**config.mk**
```make
export PLATFORM = sky130hd
export DESIGN_NAME = gmii_frame_generator
export DESIGN_NICKNAME = d
export VERILOG_FILES = /design/src/rtl/pcs_gen_pkg.sv /design/src/rtl/prbs8_lfsr.sv /design/src/rtl/gmii_frame_generator.sv
export SDC_FILE = /design/constraint.sdc
export NUM_CORES = 1
export LEC_CHECK = 0
export ABC_AREA = 1
export CORE_ASPECT_RATIO = 0.9
export CORE_UTILIZATION = 56
export CTS_CLUSTER_SIZE = 24
export DETAILED_ROUTE_END_ITERATION = 7
export PLACE_DENSITY = 0.85
export SKIP_LAST_GASP = 1
export SYNTH_ARGS = -nofsm -noshare
export SYNTH_HDL_FRONTEND = slang
export SYNTH_SLANG_ARGS = --single-unit
export TNS_END_PERCENT = 10
```
**constraint.sdc**
```tcl
create_clock -name Clk -period 4.47 [get_ports Clk]
set_clock_uncertainty 0.05 [all_clocks]
set_input_delay 0.894 -clock Clk [delete_from_list [all_inputs] [get_ports Clk]]
set_output_delay 0.894 -clock Clk [all_outputs]
set_load 0.01 [all_outputs]
```
**src/rtl/pcs_gen_pkg.sv**
```systemverilog
// Shared types and constants for the GMII frame generator: FSM states,
// payload pattern encodings, framing bytes and the PRBS8 polynomial.
package pcs_gen_pkg;

    typedef enum logic [2:0] {
        ST_IDLE,
        ST_LOAD,
        ST_PREAMBLE,
        ST_SFD,
        ST_PAYLOAD,
        ST_IPG,
        ST_DONE
    } gen_state_e;

    typedef enum logic [1:0] {
        MODE_INC       = 2'd0,
        MODE_FIXED     = 2'd1,
        MODE_PRBS      = 2'd2,
        MODE_FRAME_INC = 2'd3
    } pattern_mode_e;

    localparam logic [7:0] PREAMBLE_BYTE = 8'h55;
    localparam logic [7:0] SFD_BYTE      = 8'hD5;

    // Feedback taps s7^s5^s4^s3, shifted in at bit 0.
    localparam logic [7:0] PRBS8_TAPS    = 8'hB8;

    function automatic logic [7:0] prbs8_next(input logic [7:0] s);
        return {s[6:0], ^(s & PRBS8_TAPS)};
    endfunction

endpackage

```
**src/rtl/prbs8_lfsr.sv**
```systemverilog
// 8-bit Fibonacci LFSR for the PRBS payload; load has priority over advance.
module prbs8_lfsr
    import pcs_gen_pkg::*;
(
    input  logic       clk,
    input  logic       rst,
    input  logic       load,
    input  logic       advance,
    input  logic [7:0] seed,
    output logic [7:0] out
);

    logic [7:0] lfsr_q;

    always_ff @(posedge clk or posedge rst) begin
        if (rst) begin
            lfsr_q <= '1;
        end else if (load) begin
            lfsr_q <= seed;
        end else if (advance) begin
            lfsr_q <= prbs8_next(lfsr_q);
        end
    end

    assign out = lfsr_q;

endmodule

```
**src/rtl/gmii_frame_generator.sv**
```systemverilog
// Programmable GMII transmit frame source: preamble, SFD, patterned payload
// and IPG, repeated num_frames times per launch, with optional TX_ER injection.
module gmii_frame_generator
    import pcs_gen_pkg::*;
#(
    parameter int unsigned LEN_W        = 16,
    parameter int unsigned CNT_W        = 16,
    parameter int unsigned PREAMBLE_LEN = 7,
    parameter int unsigned IPG_MIN      = 12,
    parameter logic [7:0]  LFSR_SEED    = 8'hFF
) (
    input  logic             Clk,
    input  logic             mr_main_reset,
    input  logic             start,
    input  logic             stop,
    input  logic [CNT_W-1:0] num_frames,
    input  logic [LEN_W-1:0] frame_len,
    input  logic [7:0]       ipg_len,
    input  logic [1:0]       mode,
    input  logic [7:0]       fixed_byte,
    input  logic             err_en,
    input  logic [LEN_W-1:0] err_idx,
    output logic [7:0]       TXD,
    output logic             TX_EN,
    output logic             TX_ER,
    output logic             busy,
    output logic             done,
    output logic [CNT_W-1:0] frames_sent
);

    localparam logic [7:0]       IPG_MIN_B = 8'(IPG_MIN);
    localparam logic [LEN_W-1:0] PRE_LAST  = LEN_W'(PREAMBLE_LEN - 1);

    gen_state_e       state, next_state;
    logic [LEN_W-1:0] cnt;

    logic [CNT_W-1:0] nf_l;
    logic [LEN_W-1:0] len_l;
    logic [7:0]       ipg_l;
    pattern_mode_e    mode_l;
    logic [7:0]       fixed_l;
    logic             err_en_l;
    logic [LEN_W-1:0] err_idx_l;
    logic             stop_seen;

    logic             accept;
    logic             lfsr_load;
    logic             lfsr_adv;
    logic [7:0]       lfsr_out;
    logic [7:0]       payload_byte;
    logic [7:0]       ipg_clamped;

    assign accept      = (state == ST_IDLE) && start;
    assign ipg_clamped = (ipg_len < IPG_MIN_B) ? IPG_MIN_B : ipg_len;
    assign lfsr_load   = (next_state == ST_PREAMBLE) && (state != ST_PREAMBLE);
    assign lfsr_adv    = (state == ST_PAYLOAD);

    prbs8_lfsr u_prbs (
        .clk     (Clk),
        .rst     (mr_main_reset),
        .load    (lfsr_load),
        .advance (lfsr_adv),
        .seed    (LFSR_SEED),
        .out     (lfsr_out)
    );

    always_ff @(posedge Clk or posedge mr_main_reset) begin
        if (mr_main_reset) begin
            state <= ST_IDLE;
        end else begin
            state <= next_state;
        end
    end

    always_comb begin
        next_state = state;
        unique case (state)
            ST_IDLE:     if (start) next_state = ST_LOAD;
            ST_LOAD:     next_state = (nf_l == '0) ? ST_DONE : ST_PREAMBLE;
            ST_PREAMBLE: if (cnt == PRE_LAST) next_state = ST_SFD;
            ST_SFD:      next_state = (len_l == '0) ? ST_IPG : ST_PAYLOAD;
            ST_PAYLOAD:  if (cnt == len_l - LEN_W'(1)) next_state = ST_IPG;
            ST_IPG: begin
                if (cnt == LEN_W'(ipg_l) - LEN_W'(1)) begin
                    next_state = ((frames_sent == nf_l) || stop_seen || stop)
                                 ? ST_DONE : ST_PREAMBLE;
                end
            end
            ST_DONE:     next_state = ST_IDLE;
            default:     next_state = ST_IDLE;
        endcase
    end

    always_comb begin
        payload_byte = '0;
        unique case (mode_l)
            MODE_INC:       payload_byte = cnt[7:0];
            MODE_FIXED:     payload_byte = fixed_l;
            MODE_PRBS:      payload_byte = lfsr_out;
            MODE_FRAME_INC: payload_byte = cnt[7:0] + frames_sent[7:0];
            default:        payload_byte = '0;
        endcase
    end

    // Per-state cycle counter: restarts on every state change, idle at zero.
    always_ff @(posedge Clk or posedge mr_main_reset) begin
        if (mr_main_reset) begin
            cnt <= '0;
        end else if ((next_state != state) || (state == ST_IDLE)) begin
            cnt <= '0;
        end else begin
            cnt <= cnt + LEN_W'(1);
        end
    end

    always_ff @(posedge Clk or posedge mr_main_reset) begin
        if (mr_main_reset) begin
            nf_l      <= '0;
            len_l     <= '0;
            ipg_l     <= IPG_MIN_B;
            mode_l    <= MODE_INC;
            fixed_l   <= '0;
            err_en_l  <= 1'b0;
            err_idx_l <= '0;
        end else if (accept) begin
            nf_l      <= num_frames;
            len_l     <= frame_len;
            ipg_l     <= ipg_clamped;
            mode_l    <= pattern_mode_e'(mode);
            fixed_l   <= fixed_byte;
            err_en_l  <= err_en;
            err_idx_l <= err_idx;
        end
    end

    always_ff @(posedge Clk or posedge mr_main_reset) begin
        if (mr_main_reset) begin
            stop_seen   <= 1'b0;
            frames_sent <= '0;
            busy        <= 1'b0;
            done        <= 1'b0;
        end else begin
            if (state == ST_DONE) begin
                stop_seen <= 1'b0;
            end else if (stop && (state != ST_IDLE)) begin
                stop_seen <= 1'b1;
            end

            if (accept) begin
                frames_sent <= '0;
            end else if ((next_state == ST_IPG) && (state != ST_IPG)) begin
                frames_sent <= frames_sent + CNT_W'(1);
            end

            busy <= (next_state != ST_IDLE);
            done <= (next_state == ST_DONE);
        end
    end

    // Line outputs are registered from the current state, one cycle behind it.
    always_ff @(posedge Clk or posedge mr_main_reset) begin
        if (mr_main_reset) begin
            TXD   <= '0;
            TX_EN <= 1'b0;
            TX_ER <= 1'b0;
        end else begin
            TXD   <= '0;
            TX_EN <= 1'b0;
            TX_ER <= 1'b0;
            unique case (state)
                ST_PREAMBLE: begin
                    TXD   <= PREAMBLE_BYTE;
                    TX_EN <= 1'b1;
                end
                ST_SFD: begin
                    TXD   <= SFD_BYTE;
                    TX_EN <= 1'b1;
                end
                ST_PAYLOAD: begin
                    TXD   <= payload_byte;
                    TX_EN <= 1'b1;
                    TX_ER <= err_en_l && (cnt == err_idx_l);
                end
                default: ;
            endcase
        end
    end

endmodule

```
* After elaboration in Yosys (flattened, before gate mapping) *
Index checks and enable logic that the tools add are counted.
W data, S select, Z words.

word-level totals
  word-level logic and storage cells = 82
  flip-flop bits (word level) = 123
  output and inout bits = 28
  input port bits = 71

operators by class
  reductions and logical operators = 19
  magnitude comparators = 1
  mux-type cells = 20
  eq/ne operators = 20
  add/sub/neg operators = 5

operators by type and width
  kind                     number
  $eq A16 B16 Y1           4
  $mux W16                 3
  $add A16 B1 Y16 const B  2
  $logic_not A16 Y1        2
  $pmux W8 S4              1
  $mux W8                  3
  $pmux W8 S3              1
  $mux W3                  6
  $pmux W3 S6              1
  $eq A16 B3 Y1 const B    1
  $sub A16 B1 Y16 const B  1
  $eq A3 B3 Y1 const B     5
  $eq A3 B2 Y1 const B     3
  $sub A8 B1 Y9 const B    1
  $add A8 B8 Y8            1
  $lt A8 B4 Y1 const B     1
  $reduce_xor A8 Y1        1
  $reduce_bool A2 Y1       3
  $reduce_bool A3 Y1       2
  $logic_and A1 B1 Y1      5
  $mux W1                  5
  $eq A2 B2 Y1 const B     2
  $eq A3 B1 Y1 const B     1
  $logic_not A3 Y1         1
  7 further kinds          9

* Longest topological paths before layout *
  depth in word-level cells = 10
  gate-level depth with buffers = 18
  depth with buffers taken out = 17

* Modules after synthesis *
From an unflattened synthesis, not the netlist that was laid out.

second synthesis, totals
  cell total of the unflattened synthesis = 1006
  area total of the unflattened synthesis = 7339.5 um2

by module, submodules not included
  module                seq. area each (um2)  area each (um2)  cells each  times used
  gmii_frame_generator  2880.3                6890.4           944         1
  prbs8_lfsr            210.2                 449.2            62          1

* Least setup slack after synthesis *
OpenSTA, ideal clock, no wires.

  path type = flip-flop to flip-flop
  from = register len_l[0]
  to = register frames_sent[2]
  clock period less this slack = 2.138 ns
  arrival = 1.971 ns
  library setup time = 0.117 ns
  required time = 4.303 ns
  stages on the path, launching flop included = 17
  slack = 2.332 ns
  path buffers = 1
  cell sequence = dfrtp_1 inv_1 ha_1 or2_2 nand3_1 nand2_1 nor2_1 nand2_1 clkinv_1 nand2_1 nor2_1 nand2_1 nand2_4 nand3_4 buf_4 nand3_1 nand2_1

between the ends
  word-level cells in the longest chain between the ends = 7
  elaborated cells between the ends (all ways) = 9
  classes of those cells = add/sub: 1; eq/ne: 2; mux: 3; reduce/logical: 3

ends and longest elaborated chain
  what                                     line                         source
  start: declaration                       gmii_frame_generator.sv:38   logic [LEN_W-1:0] len_l;
  start signal: assignment                 gmii_frame_generator.sv:127  len_l <= frame_len;
  $sub A16 B1 Y16                          gmii_frame_generator.sv:82   ST_PAYLOAD: if (cnt == len_l - LEN_W'(1)) next_state = ST_IPG;
  $eq A16 B16 Y1                           gmii_frame_generator.sv:82
  $mux W3                                  gmii_frame_generator.sv:82
  $pmux W3 S6 (*)                          gmii_frame_generator.sv:77   unique case (state)
  named net next_state[0]                  gmii_frame_generator.sv:34   gen_state_e state, next_state;
  $eq A3 B3 Y1 (*)                         gmii_frame_generator.sv:151  end else if ((next_state == ST_IPG) && (state != ST_IPG)) begin
  $logic_and A1 B1 Y1 (*)                  gmii_frame_generator.sv:151
  $reduce_bool A2 Y1 (no source line) (*)  -
  end signal: assignment                   gmii_frame_generator.sv:152  frames_sent <= frames_sent + CNT_W'(1);
  end: declaration                         gmii_frame_generator.sv:28   output logic [CNT_W-1:0] frames_sent

Mark *: on every way through the listed nets, which the timed path passes. The rest lies on a longest branch.
A chain may end at the register's enable or synchronous reset.

* Final worst setup path *
  from = register ipg_l[0]
  to = register frames_sent[4]

between the ends
  word-level cells in the longest chain between the ends = 7

ends and longest elaborated chain
  what                                 line                         source
  start: declaration                   gmii_frame_generator.sv:39   logic [7:0] ipg_l;
  start signal: assignment             gmii_frame_generator.sv:128  ipg_l <= ipg_clamped;
  $sub A8 B1 Y9                        gmii_frame_generator.sv:84   if (cnt == LEN_W'(ipg_l) - LEN_W'(1)) begin
  $eq A16 B16 Y1                       gmii_frame_generator.sv:84
  $mux W3                              gmii_frame_generator.sv:84
  $pmux W3 S6                          gmii_frame_generator.sv:77
  named net next_state[2]              gmii_frame_generator.sv:34
  $eq A3 B3 Y1                         gmii_frame_generator.sv:151
  $logic_and A1 B1 Y1                  gmii_frame_generator.sv:151
  $reduce_bool A2 Y1 (no source line)  -

The timed path passes the listed nets, and every way through them passes these cells.

==> impl_metrics.toml <==
[timing]
final.setup.tns_ns = 0
worst_pin_slew_ns = 0.831
hold_violations = 0
max-slew-margin-rel = 0.446
setup_viol = 0
timing.final.crit_share = 0.604
period_needed_ns = 2.70
rsz0062_at_grt = "false"
holdWs_ns = 0.441
slew_violations = 0
fmax_mhz = 370

[finish]
n_fill_cell = 1019
syn2layout_area_growth_pct = 22.4
diodes = 0
layout-drive-gt1-share = 0.0823
finalNetCount = 1177

[synthesis]
netlist.top_cell.by_area = "dfrtp_1"
synth_edf_count = 0
syn_area_sq_um = 7410
synth.avg_cell_area_sq_um = 7.34
synth_top_cell_area_share = 0.381
yosys_warnings = 0
ys_seq_area_frac = 0.417
ys_seq_elements = 123
ys_async_sr_fraction = 1.00
synth_ff_type = "dfrtp_1"
yosys-top-cells-area = "dfrtp_1 38%, nand2_1 16%, inv_1 5.0%"
syn_inst = 1010
synth_cell_type_count = 47
syn_nets = 1094

[pwr]
power_density_nw_per_um2 = 293
p_leak_nw = 4.28
ir_worst_vdd_mv = 0.292

[grt]
antenna_found_initial = 0
grt_max_degree = 66
grt_pass1_vias = 6751
grt.total_usage = 0.312
grt_pass1_wl_mm = 32.6
overflow = 0

[routing]
vias_per_cell = 5.56
ant_nets = 0
drt-initial-drc-count = 530
drc = 0
wl_per_cell_um = 15.8
drt-pass1-iter-count = 6
drt_wl_total_mm = 20.1
vias = 7064

[worst_setup_path]
cpLargestDelayFamily = "simple AND/OR/NAND/NOR gates"
crit_arrival_ns = 2.96
start_kind = "register"
crit_type = "reg2reg"
crit_fanout = 15
max_stage_delay_ns = 0.41
cpMostUsedCell = "nand2_1"
worst_setup_path_end_kind = "register"
cp.required_ns = 4.73
crit_slowest_cell = "dfrtp_1"
cp_cell_sequence = "inv_1 > ha_1 > nand2_1 > nor2_2 > nand3_1 > nand2_1 > nand2_1 > nor2_1 > nand3_1 > nand2_1 > nand3b_2 > nand3_4 > nand2_4 > nand2_1 > nand2_1"
crit_buf_inv = 1

[clock_tree]
cts.sinks = 123
cts_resized = 0
cts_buffer_depth = 2
cts_tree = "yes"
htreeDepth = 4
clk_pin_slew_ns = 0.06
clk_latency_ns = 0.42
cts-root-buf = "clkbuf_16"
ctsHoldBuffers = 0
numCtsBuffers = 17
cts_setup_buffers = 0

[outcome]
status = "completed"

[die]
die_h_um = 111
ioPinCount = 99
start_util = 0.580
die_area_sq_um = 13700
rows = 39
die_x_um = 123
core_area_sq_um = 12800

[place]
io_buffers = 98
gp_congestion = 1.03
hpwl_mm = 14.0

[run]
drv_cap = 0

[min_path]
worstHoldPathType = "reg2reg"
[routing by layer]
metal,GRT usage,part of all wire
met1,0.410,0.43
met4,0.131,0.029
met3,0.0880,0.089
met2,0.479,0.45
met5,0,0
[synthesized netlist by cell type, types with 4 or more instances]
| cell | instances |
|---|---|
| a21oi_1 | 18 |
| a221oi_1 | 7 |
| buf_2 | 9 |
| buf_4 | 4 |
| clkbuf_1 | 21 |
| dfrtp_1 | 113 |
| dfstp_2 | 10 |
| ha_1 | 12 |
| inv_1 | 99 |
| nand2_1 | 315 |
| nand2_2 | 4 |
| nand3_1 | 53 |
| nand4_1 | 20 |
| nor2_1 | 99 |
| nor2_2 | 17 |
| nor3_1 | 20 |
| nor4_1 | 8 |
| o21ai_0 | 72 |
| o22ai_1 | 4 |
| or2_2 | 4 |
| xnor2_1 | 30 |
| xor2_1 | 25 |
[path summary, 6_finish.rpt]
| check | cells past startpoint | startpoint | end | slack [ns] |
|---|---|---|---|---|
| max in group asynchronous | 3 | mr_main_reset | u_prbs.out[6] | 2.56 |
| hold / removal | 2 | fixed_l[4] | fixed_l[4] | 0.44 |
| setup reg to reg | 15 | ipg_l[0] | frames_sent[4] | 1.77 |
| hold reg to reg | 2 | fixed_l[4] | fixed_l[4] | 0.44 |
| min in group asynchronous | 2 | mr_main_reset | nf_l[12] | 0.94 |
| setup / recovery | 15 | ipg_l[0] | frames_sent[4] | 1.77 |
[cells by family (layout without fill, tap and decap cells)]
kind of cell / Yosys count / in the layout / synth area share
buf+inv: 144 / 240 / 0.0793
flops: 123 / 123 / 0.417
fa+ha+maj: 13 / 13 / 0.0230
compound gates: 117 / 117 / 0.0883
simple gates: 558 / 558 / 0.328
xor+xnor: 55 / 55 / 0.0650
[layout make-up]
type,instances,area (sq um),share of cell area
clock buffer,21,470,0.0518
clock inverter,11,158,0.0174
inverter,104,393,0.0433
multi-input combinational,743,3730,0.411
sequential,123,3090,0.340
tap,164,205,0.0226
timing repair buffer,104,1030,0.113
[report_power, final]
group | internal, mW | switching (mW)
logic | 0.0552 | 0.0337
registers | 1.11 | 0.0000000000000000193
clock network | 0.929 | 0.526
[sequential cells by signal, indices dropped and copies added, names as in the netlist, 2 cells and up]
name,cells
TXD,8
nf_l,16
err_idx_l,16
cnt,16
len_l,16
ipg_l,8
u_prbs.out,8
state,3
fixed_l,8
frames_sent,16
mode_l,2
[metrics by stage]
step                power [mW]  utilization  cell area [sq um]  instances  setup WS, ns
detailed placement        1.22        0.661               8450       1238          1.44
global route              2.73        0.710               9080       1270          1.53
finish                    2.66        0.710               9080       1270          1.77
global placement          1.22        0.661               8450       1238          1.54
floorplan                 1.15            -               7410       1010         0.272
CTS                       2.66        0.710               9080       1270          1.81
[cell usage in the layout, fill, tap and decap left out, drive strengths merged, types with 4 or more instances in the layout]
master,instances
nand4,20
o22ai,4
a21oi,19
clkdlybuf4s50,98
clkbuf,21
a221oi,7
dfrtp,113
nand2,322
nor4,8
nand3,57
dfstp,10
nor3,20
ha,12
or2,4
xnor2,30
clkinv,4
nand3b,4
xor2,25
o21ai,75
buf,6
nor2,119
inv,106
[worst reg2reg max path: cells and delay by family (launching register included)]
kind                     cells  cell delay (ns)
buffers and inverters        1             0.16
AND/OR/NAND/NOR             13             1.67
flip-flops                   1             0.41
adder cells (fa/ha/maj)      1             0.29
Note: power is estimated with default switching activity, not from simulation.
